==> src/rtl/ramb4_s1_loader_pkg.sv <==
// rtl/ramb4_s1_loader_pkg.sv - shared types, widths and helpers for the RAMB4_S1 byte loader (RAMB4_S1_LOADER_READBACK_EN)
package ramb4_s1_loader_pkg;

  localparam int BYTE_W      = 8;
  localparam int BIT_IDX_W   = 3;
  localparam int BYTE_ADDR_W = 9;
  localparam int RAM_ADDR_W  = 12;

  // Read states exist only when the readback path is built.
`ifdef RAMB4_S1_LOADER_READBACK_EN
  typedef enum logic [2:0] {
    IDLE       = 3'd0,
    WRITE      = 3'd1,
    READ_ISSUE = 3'd2,
    READ_DRAIN = 3'd3,
    RESP       = 3'd4
  } loader_state_e;
`else
  typedef enum logic [2:0] {
    IDLE  = 3'd0,
    WRITE = 3'd1
  } loader_state_e;
`endif

  // Bit that lands at bit index 0 of a byte slot for the chosen bit order.
  function automatic logic first_bit(input logic [BYTE_W-1:0] data, input logic msb_first);
    return msb_first ? data[BYTE_W-1] : data[0];
  endfunction

endpackage

==> src/rtl/ramb4_s1_shift8.sv <==
// rtl/ramb4_s1_shift8.sv - 8-bit shift register: parallel load for write serialise, serial-in shift for read deserialise
module ramb4_s1_shift8
  import ramb4_s1_loader_pkg::*;
#(
  parameter bit BIT_ORDER_MSB_FIRST = 1'b1
) (
  input  logic              clk_i,
  input  logic              rst_i,
  input  logic              load_i,
  input  logic [BYTE_W-1:0] load_data_i,
  input  logic              shift_i,
  input  logic              ser_i,
  output logic [BYTE_W-1:0] shifted_o
);

  logic [BYTE_W-1:0] data_q;

  // One shift direction serves both paths: the outgoing head bit is the next
  // RAM bit on writes, and the incoming serial bit fills the opposite end on reads.
  always_comb begin
    shifted_o = BIT_ORDER_MSB_FIRST ? {data_q[BYTE_W-2:0], ser_i}
                                    : {ser_i, data_q[BYTE_W-1:1]};
  end

  // Register: load wins over shift.
  always_ff @(posedge clk_i or posedge rst_i) begin
    if (rst_i) begin
      data_q <= '0;
    end else if (load_i) begin
      data_q <= load_data_i;
    end else if (shift_i) begin
      data_q <= shifted_o;
    end
  end

endmodule

==> src/rtl/ramb4_s1_byte_loader.sv <==
// rtl/ramb4_s1_byte_loader.sv - byte-wide command front end for a 4096x1 RAMB4_S1 (RAMB4_S1_LOADER_READBACK_EN enables reads)
module ramb4_s1_byte_loader
  import ramb4_s1_loader_pkg::*;
#(
  parameter bit BIT_ORDER_MSB_FIRST = 1'b1
) (
  input  logic                   CLK,
  input  logic                   RST,
  input  logic                   cmd_valid,
  output logic                   cmd_ready,
  input  logic                   cmd_write,
  input  logic [BYTE_ADDR_W-1:0] cmd_addr,
  input  logic [BYTE_W-1:0]      cmd_data,
  output logic                   rsp_valid,
  input  logic                   rsp_ready,
  output logic [BYTE_W-1:0]      rsp_data,
  output logic [RAM_ADDR_W-1:0]  ram_addr,
  output logic                   ram_di,
  output logic                   ram_en,
  output logic                   ram_we,
  input  logic                   ram_do,
  output logic                   busy
);

  loader_state_e          state_q, state_d;
  logic [BIT_IDX_W-1:0]   bit_cnt_q, bit_cnt_d;
  logic [BYTE_ADDR_W-1:0] byte_addr_q, byte_addr_d;
  logic [RAM_ADDR_W-1:0]  ram_addr_q, ram_addr_d;
  logic                   cmd_ready_q, cmd_ready_d;
  logic                   busy_q, busy_d;
  logic                   ram_di_q, ram_di_d;
  logic                   ram_en_q, ram_en_d;
  logic                   ram_we_q, ram_we_d;
  logic                   sr_load, sr_shift, sr_ser;
  logic [BYTE_W-1:0]      sr_shifted;
  logic                   cmd_accept;

`ifdef RAMB4_S1_LOADER_READBACK_EN
  logic                   rsp_valid_q, rsp_valid_d;
  logic [BYTE_W-1:0]      rsp_data_q, rsp_data_d;

  assign sr_ser    = ram_do;
  assign rsp_valid = rsp_valid_q;
  assign rsp_data  = rsp_data_q;
`else
  logic unused_ram_do;
  logic unused_rsp_ready;

  assign sr_ser           = 1'b0;
  assign rsp_valid        = 1'b0;
  assign rsp_data         = '0;
  assign unused_ram_do    = ram_do;
  assign unused_rsp_ready = rsp_ready;
`endif

  assign cmd_accept = cmd_valid && cmd_ready_q;
  assign cmd_ready  = cmd_ready_q;
  assign busy       = busy_q;
  assign ram_addr   = ram_addr_q;
  assign ram_di     = ram_di_q;
  assign ram_en     = ram_en_q;
  assign ram_we     = ram_we_q;

  ramb4_s1_shift8 #(
    .BIT_ORDER_MSB_FIRST(BIT_ORDER_MSB_FIRST)
  ) u_shift (
    .clk_i      (CLK),
    .rst_i      (RST),
    .load_i     (sr_load),
    .load_data_i(cmd_data),
    .shift_i    (sr_shift),
    .ser_i      (sr_ser),
    .shifted_o  (sr_shifted)
  );

  // Next state and next registered outputs; RAM pins are computed one cycle
  // ahead so every pin comes straight from a flop.
  always_comb begin
    state_d     = state_q;
    bit_cnt_d   = bit_cnt_q;
    byte_addr_d = byte_addr_q;
    ram_addr_d  = ram_addr_q;
    ram_di_d    = 1'b0;
    ram_en_d    = 1'b0;
    ram_we_d    = 1'b0;
    sr_load     = 1'b0;
    sr_shift    = 1'b0;
`ifdef RAMB4_S1_LOADER_READBACK_EN
    rsp_valid_d = 1'b0;
    rsp_data_d  = rsp_data_q;
`endif

    case (state_q)
      IDLE: begin
        if (cmd_accept) begin
          if (cmd_write) begin
            state_d     = WRITE;
            bit_cnt_d   = '0;
            byte_addr_d = cmd_addr;
            ram_addr_d  = {cmd_addr, 3'd0};
            ram_en_d    = 1'b1;
            ram_we_d    = 1'b1;
            ram_di_d    = first_bit(cmd_data, BIT_ORDER_MSB_FIRST);
            sr_load     = 1'b1;
          end
`ifdef RAMB4_S1_LOADER_READBACK_EN
          else begin
            state_d     = READ_ISSUE;
            bit_cnt_d   = '0;
            byte_addr_d = cmd_addr;
            ram_addr_d  = {cmd_addr, 3'd0};
            ram_en_d    = 1'b1;
          end
`endif
        end
      end

      WRITE: begin
        sr_shift = 1'b1;
        if (bit_cnt_q == 3'd7) begin
          state_d = IDLE;
        end else begin
          bit_cnt_d  = bit_cnt_q + 3'd1;
          ram_addr_d = {byte_addr_q, bit_cnt_q + 3'd1};
          ram_en_d   = 1'b1;
          ram_we_d   = 1'b1;
          ram_di_d   = first_bit(sr_shifted, BIT_ORDER_MSB_FIRST);
        end
      end

`ifdef RAMB4_S1_LOADER_READBACK_EN
      READ_ISSUE: begin
        // DO lags the issued address by one cycle, so nothing is captured
        // on the edge that ends the first issue cycle.
        sr_shift = (bit_cnt_q != 3'd0);
        if (bit_cnt_q == 3'd7) begin
          state_d = READ_DRAIN;
        end else begin
          bit_cnt_d  = bit_cnt_q + 3'd1;
          ram_addr_d = {byte_addr_q, bit_cnt_q + 3'd1};
          ram_en_d   = 1'b1;
        end
      end

      READ_DRAIN: begin
        sr_shift    = 1'b1;
        state_d     = RESP;
        rsp_valid_d = 1'b1;
        rsp_data_d  = sr_shifted;
      end

      RESP: begin
        rsp_valid_d = 1'b1;
        if (rsp_ready) begin
          state_d     = IDLE;
          rsp_valid_d = 1'b0;
        end
      end
`endif

      default: begin
        state_d = IDLE;
      end
    endcase

    cmd_ready_d = (state_d == IDLE);
    busy_d      = (state_d != IDLE);
  end

  // State and output registers; reset clears everything, so cmd_ready
  // first rises on the edge after reset is released.
  always_ff @(posedge CLK or posedge RST) begin
    if (RST) begin
      state_q     <= IDLE;
      bit_cnt_q   <= '0;
      byte_addr_q <= '0;
      ram_addr_q  <= '0;
      cmd_ready_q <= 1'b0;
      busy_q      <= 1'b0;
      ram_di_q    <= 1'b0;
      ram_en_q    <= 1'b0;
      ram_we_q    <= 1'b0;
    end else begin
      state_q     <= state_d;
      bit_cnt_q   <= bit_cnt_d;
      byte_addr_q <= byte_addr_d;
      ram_addr_q  <= ram_addr_d;
      cmd_ready_q <= cmd_ready_d;
      busy_q      <= busy_d;
      ram_di_q    <= ram_di_d;
      ram_en_q    <= ram_en_d;
      ram_we_q    <= ram_we_d;
    end
  end

`ifdef RAMB4_S1_LOADER_READBACK_EN
  // Response registers.
  always_ff @(posedge CLK or posedge RST) begin
    if (RST) begin
      rsp_valid_q <= 1'b0;
      rsp_data_q  <= '0;
    end else begin
      rsp_valid_q <= rsp_valid_d;
      rsp_data_q  <= rsp_data_d;
    end
  end
`endif

endmodule

==> config.mk <==
export PLATFORM = sky130hd
export DESIGN_NAME = ramb4_s1_byte_loader
export DESIGN_NICKNAME = d
export VERILOG_FILES = /design/src/rtl/ramb4_s1_loader_pkg.sv /design/src/rtl/ramb4_s1_shift8.sv /design/src/rtl/ramb4_s1_byte_loader.sv
export SDC_FILE = /design/constraint.sdc
export NUM_CORES = 1
export LEC_CHECK = 0
export CORE_MARGIN = 2
export CORE_UTILIZATION = 40
export DETAILED_ROUTE_END_ITERATION = 6
export HOLD_SLACK_MARGIN = 0.03
export PLACE_DENSITY = 0.7
export SKIP_CTS_REPAIR_TIMING = 1
export SYNTH_ARGS = -nofsm -noshare
export SYNTH_HDL_FRONTEND = slang
export SYNTH_SLANG_ARGS = --single-unit
export TNS_END_PERCENT = 30
==> constraint.sdc <==
create_clock -name CLK -period 5.65 [get_ports CLK]
set_clock_uncertainty 0.05 [all_clocks]
set_input_delay 1.695 -clock CLK [delete_from_list [all_inputs] [get_ports CLK]]
set_output_delay 1.695 -clock CLK [all_outputs]
set_load 0.01 [all_outputs]
==> results of run 1 <==
[registers in the layout, summed over array words and instances, names as in the netlist]
signal / count
u_shift.data_q: 7
cmd_ready: 1
bit_cnt_q: 2
byte_addr_q: 9
ram_we: 1
busy: 1
ram_addr: 10
ram_di: 1
state_q: 3
[cells in the final DEF, fill, tap and decap left out, drive strengths merged]
cell type and count:
nor4b 1, and3 3, a21oi 9, conb 11, dfrtp 35, nor2 15, nor4 4, mux2i 1
inv 2, or3 2, nand3b 1, o21ai 6, a22o 1, clkdlybuf4s50 37, nor3 4, clkbuf 6
or2 1, nand2 5, buf 1, nand4b 1, a221o 2, or4b 1, clkinv 1, or3b 1
nand3 2, ha 2, mux2 9, o32ai 13
[cells by family (layout without fill, tap and decap cells)]
| logic type | count (synthesis) | count (layout) | share of synthesized area, % |
|---|---|---|---|
| AND/OR/NAND/NOR | 41 | 41 | 14.4 |
| flip-flops | 35 | 35 | 54.8 |
| AO/OA/AOI/OAI | 31 | 31 | 13.6 |
| buffers and inverters | 22 | 47 | 8.38 |
| multiplexers | 10 | 10 | 6.97 |
| adder cells (fa/ha/maj) | 2 | 2 | 1.57 |
| other | 1 | 11 | 0.235 |
[critical path, stage by stage]
cell and delay, ns:
clkdlybuf4s50_1 0.48, nand3_1 0.57, nor2_4 0.58, mux2_1 0.37
[how the worst max path moves through the flow]
| stage | slack [ns] | end | cells after the start | startpoint |
|---|---|---|---|---|
| after detailed placement | 1.75 | byte_addr_q[1] | 4 | cmd_write |
| after floorplan | 2.82 | byte_addr_q[3] | 4 | cmd_write |
| after global placement | 1.82 | byte_addr_q[8] | 4 | cmd_write |
| final | 2.06 | byte_addr_q[3] | 4 | cmd_write |
| after CTS | 2.06 | byte_addr_q[1] | 4 | cmd_write |
| after global routing | 1.96 | byte_addr_q[1] | 4 | cmd_write |
[power groups by stage]
stage          registers (µW)  logic [µW]  clock network (µW)
2_1_floorplan             337        69.6                   0
6_report                  327         151                 177
3_5_place_dp              330         152                   0
3_3_place_gp              329         148                   0
4_1_cts                   327         153                 183
5_1_grt                   334         165                 195
[per-stage QoR]
stage	utilization, %	setup slack, ns	total power [µW]	area [µm²]
after global routing	54.3	1.96	695	2030
final	54.3	2.06	655	2030
after floorplan	-	2.82	407	1640
after CTS	54.3	2.06	662	2030
after global placement	52.0	1.82	477	1950
after detailed placement	52.0	1.75	483	1950
[per-layer routing]
metal / share of wire (%) / track usage (%) / vias to the layer above
met5: 0 / 0 / -
met4: 0.85 / 5.10 / 0
met3: 6.3 / 4.33 / 2
met2: 47 / 24.9 / 50
met1: 46 / 19.5 / 570
li1: - / - / 569
[layout make-up]
class	instances	area, µm²
clock inverter	1	5.00
inverter	2	7.51
sequential	35	876
timing repair buffer	38	378
fill	332	1710
multi-input combinational	95	626
clock buffer	6	82.6
tap	48	60.1
==> impl_metrics.yaml, run 1 <==
grt:
  grt_first_pass_wirelength_um: 5180
  antenna_found_initial: 0
  grt.total_usage_pct: 15.2
  grt_max_degree: 36
  grt_pass1_vias: 1161
  grt-ovfl-total: 0
synth:
  synthTopCellsByArea: "dfrtp_1 55%, o32ai_1 7.1%, mux2_1 6.3%"
  ys_warn_count: 0
  ys_seq_area_share_pct: 54.8
  synth_top_area_share_pct: 54.8
  synth.largest_area_cell: "dfrtp_1"
  syn_area_um2: 1600
  syn_inst: 142
  async_flop_share_pct: 100
  synth_flop_cell: "dfrtp_1"
  syn_area_per_cell_um2: 11.3
  synth.distinct_cells: 31
  yosysMostFrequentCell: "dfrtp_1"
  ys_seq_elements: 35
  synth_enable_flop_cells: 0
  synth_common_cells: "35 x dfrtp_1, 14 x nor2_1, 13 x o32ai_1, 11 x buf_4"
critical_path:
  crit_path_end_kind: "flop"
  cp.arrival_ns: 3.70
  rrSetupSlack_ns: 3.50
  reg2reg_to: "bit_cnt_q[0]"
  r2r_start: "bit_cnt_q[0]"
  critPathLaunchType: "input port"
  ff2ff_path_depth: 5
  required_ns: 5.76
  cp_max_fo: 19
  path_class: "input port to flop"
cells_and_area:
  nNetsFinal: 202
  area_growth_pct: 27.3
  drive_gt1_share_pct: 6.21
  antennaDiodeCount: 0
  instances_no_fill: 225
routing:
  drtPass1Iterations: 4
  drc: 0
  vias: 1191
  drt.antenna.violating_nets: 0
  route.detailed.wl_per_inst_um: 14.1
  wirelength_um: 3180
  drtIter0Drc: 69
  avgViaCountPerCell: 5.29
timing:
  fin_setup_tns_ns: 0
  whs_ns: 0.439
  rsz0062_at_grt: "false"
  min_period_over_period_pct: 63.5
  hold_viol_final: 0
  setup_viol: 0
  maxSlewViolCount: 0
  max_freq_ghz: 0.279
  relSlewSlack_pct: 27.8
  worst_slew_pin_slew_ns: 1.08
  fin_crit_ns: 3.59
power_and_ir_drop:
  peakVddDrop_mv: 0.204
  p_clk_share_pct: 27.1
  cellPowerDensity_nw_per_um2: 322
  p_switching_uw: 173
  p_int_uw: 482
  pwr-share-seq_pct: 49.9
  p_comb_share_pct: 23.0
  switching_share_pct: 26.4
  p_leak_uw: 0.000847
die:
  io_pins: 49
  num_rows: 22
  die_y_um: 67.2
  start_util_pct: 42.7
  die-area_um2: 4520
  die_width_um: 67.2
  core-area_um2: 3740
clock_tree:
  clk_path_buf_depth: 2
  cts_max_level: 2
  cts_sinks: 35
  clock-root-buffer: "clkbuf_8"
  cts_buffers: 5
  cts_tree: "built"
  clkTransAtPathRegs_ns: 0.06
  clk_latency_ns: 0.28
worst_hold_path:
  hold_path_end: "byte_addr_q[2]"
  hp-class: "flop to flop"
  whs_path_depth: 1
  hold_start: "byte_addr_q[2]"
flow_run:
  max-cap-violations: 0
status:
  status: "completed"
placed_design:
  placedCellCount: 218
  portBuffers: 37
  gp_congestion: 0.726
  dpl.hpwl_um: 2170
Note: power is estimated with default switching activity, not from simulation.
==> inputs of run 2 (changes only) <==
clock period = 3.4 ns   (was 5.65 ns; I/O delays follow)
==> run 2 against run 1 <==
Against the previous run:
- global-route usage increased by 1.6 points
- first-iteration DRC count increased by 1.4%
- wire length increased by 6.4%
- critical endpoint is now byte_addr_q[7]
==> impl_metrics.yaml, run 2 (synthesis results as in run 1) <==
status:
  status: "completed"
die:
  die_width_um: 67.2
  start_util_pct: 42.7
  die_y_um: 67.2
  die-area_um2: 4520
  num_rows: 22
  core-area_um2: 3740
  io_pins: 49
cells_and_area:
  instances_no_fill: 227
  antennaDiodeCount: 0
  final_common_cell: "clkdlybuf4s50_1"
  nFillCells: 338
  drive_gt1_share_pct: 6.70
  area_growth_pct: 29.2
  largest_reg_flops: 10
  nNetsFinal: 204
  final_cell_mix: "37 x clkdlybuf4s50_1, 35 x dfrtp_1, 14 x nor2_1, 13 x o32ai_1, 11 x conb_1"
critical_path:
  crit_family: "simple AND/OR/NAND/NOR gates"
  required_ns: 3.51
  rrSetupSlack_ns: 1.25
  ff2ff_path_depth: 5
  path_buf_inv: 1
  critPathLaunchType: "input port"
  cp_slowest_cell: "clkdlybuf4s50_1"
  crit_chain: "clkdlybuf4s50_1 > nand3_1 > nor2_4 > mux2_1"
  path_class: "input port to flop"
  crit_path_end_kind: "flop"
  max_stage_delay_ns: 0.47
  crit_cells: 4
  cp.arrival_ns: 2.61
  cp_max_fo: 14
routing:
  vias: 1202
  drc: 0
  routed-wl-met3_um: 202
  drtPass1Iterations: 4
  drtIter0Drc: 70
  wl_met2_um: 1600
  drt.antenna.violating_nets: 0
  route.detailed.wl_per_inst_um: 14.9
  avgViaCountPerCell: 5.30
  wirelength_um: 3380
  top_layer_used: "met4"
  wl_met1_um: 1520
timing:
  hold_viol_final: 0
  worst_slew_pin_slew_ns: 0.599
  min_period_over_period_pct: 73.6
  rsz0062_at_grt: "false"
  max_freq_ghz: 0.400
  fin_setup_tns_ns: 0
  maxSlewViolCount: 0
  fin_crit_ns: 2.50
  setup_viol: 0
  relSlewSlack_pct: 60.0
clock_tree:
  cts_sinks: 35
  clk_path_buf_depth: 2
  cts_buffers: 5
  clk_latency_ns: 0.28
  cts_max_level: 2
  cts_tree: "built"
  clock-root-buffer: "clkbuf_8"
  clkTransAtPathRegs_ns: 0.07
worst_hold_path:
  whs_path_depth: 1
  hp-class: "flop to flop"
grt:
  grt_pass1_vias: 1152
  antenna_found_initial: 0
  grt_max_degree: 36
  grt_first_pass_wirelength_um: 5620
  grt.total_usage_pct: 16.9
  grt-ovfl-total: 0
placed_design:
  placedCellCount: 220
  dpl.hpwl_um: 2310
  portBuffers: 37
  gp_congestion: 0.756
flow_run:
  max-cap-violations: 0
power_and_ir_drop:
  cellPowerDensity_nw_per_um2: 557
  p_leak_uw: 0.000861
  peakVddDrop_mv: 0.334
## run 2: changes by cell type in the layout (fill, tap and decap cells not counted)
| cell | delta |
|---|---|
| buf_4 | +2 |
| bufinv_16 | +1 |
| clkbuf_1 | +1 |
| clkbuf_8 | -1 |
| clkinv_2 | -1 |
## run 2: metrics by stage
stage	hold slack [ns]	worst slack [ns]	power [µW]	area, µm²	utilization [%]
2_1_floorplan	0.409	1.24	676	1640	-
3_3_place_gp	0.417	0.655	794	1960	52.4
3_5_place_dp	0.430	0.601	807	1960	52.4
4_1_cts	0.444	0.891	1160	2060	55.1
5_1_grt	0.452	0.794	1220	2060	55.1
6_report	0.442	0.899	1150	2060	55.1
## run 2: power by group
group / switching [µW] / internal (µW) / total [µW] / leakage (µW)
registers: 49.9 / 495 / 545 / 0.000425
clock network: 138 / 215 / 352 / 0.0000513
logic: 105 / 148 / 253 / 0.000385
## run 2: worst register-to-register path: cells and delay by family (launching register included)
kind            cells  cell delay [ns]
mux                 1             0.11
flops               1             0.41
fa+ha+maj           2             0.41
simple gates        1             0.76
compound gates      1             0.27
## run 2: path summary, 6_finish.rpt
kind,from,endpoint
min in group asynchronous,RST,u_shift.data_q[6]
max in group asynchronous,RST,ram_we
hold reg to reg,byte_addr_q[6],byte_addr_q[6]
setup reg to reg,bit_cnt_q[0],bit_cnt_q[0]
setup / recovery,cmd_valid,byte_addr_q[7]
hold / removal,byte_addr_q[6],byte_addr_q[6]
## run 2: per-layer routing
metal	track usage [%]	vias to the layer above
li1	-	569
met1	22.5	585
met2	26.6	41
met3	4.00	7
met4	6.38	0
met5	0	-
## run 2: layout make-up
type,instances,area (µm²),share of cell area [%]
multi-input combinational,95,626,30.3
tap,48,60.1,2.91
clock inverter,1,30.0,1.45
timing repair buffer,40,393,19.0
sequential,35,876,42.4
clock buffer,6,72.6,3.52
inverter,2,7.51,0.364
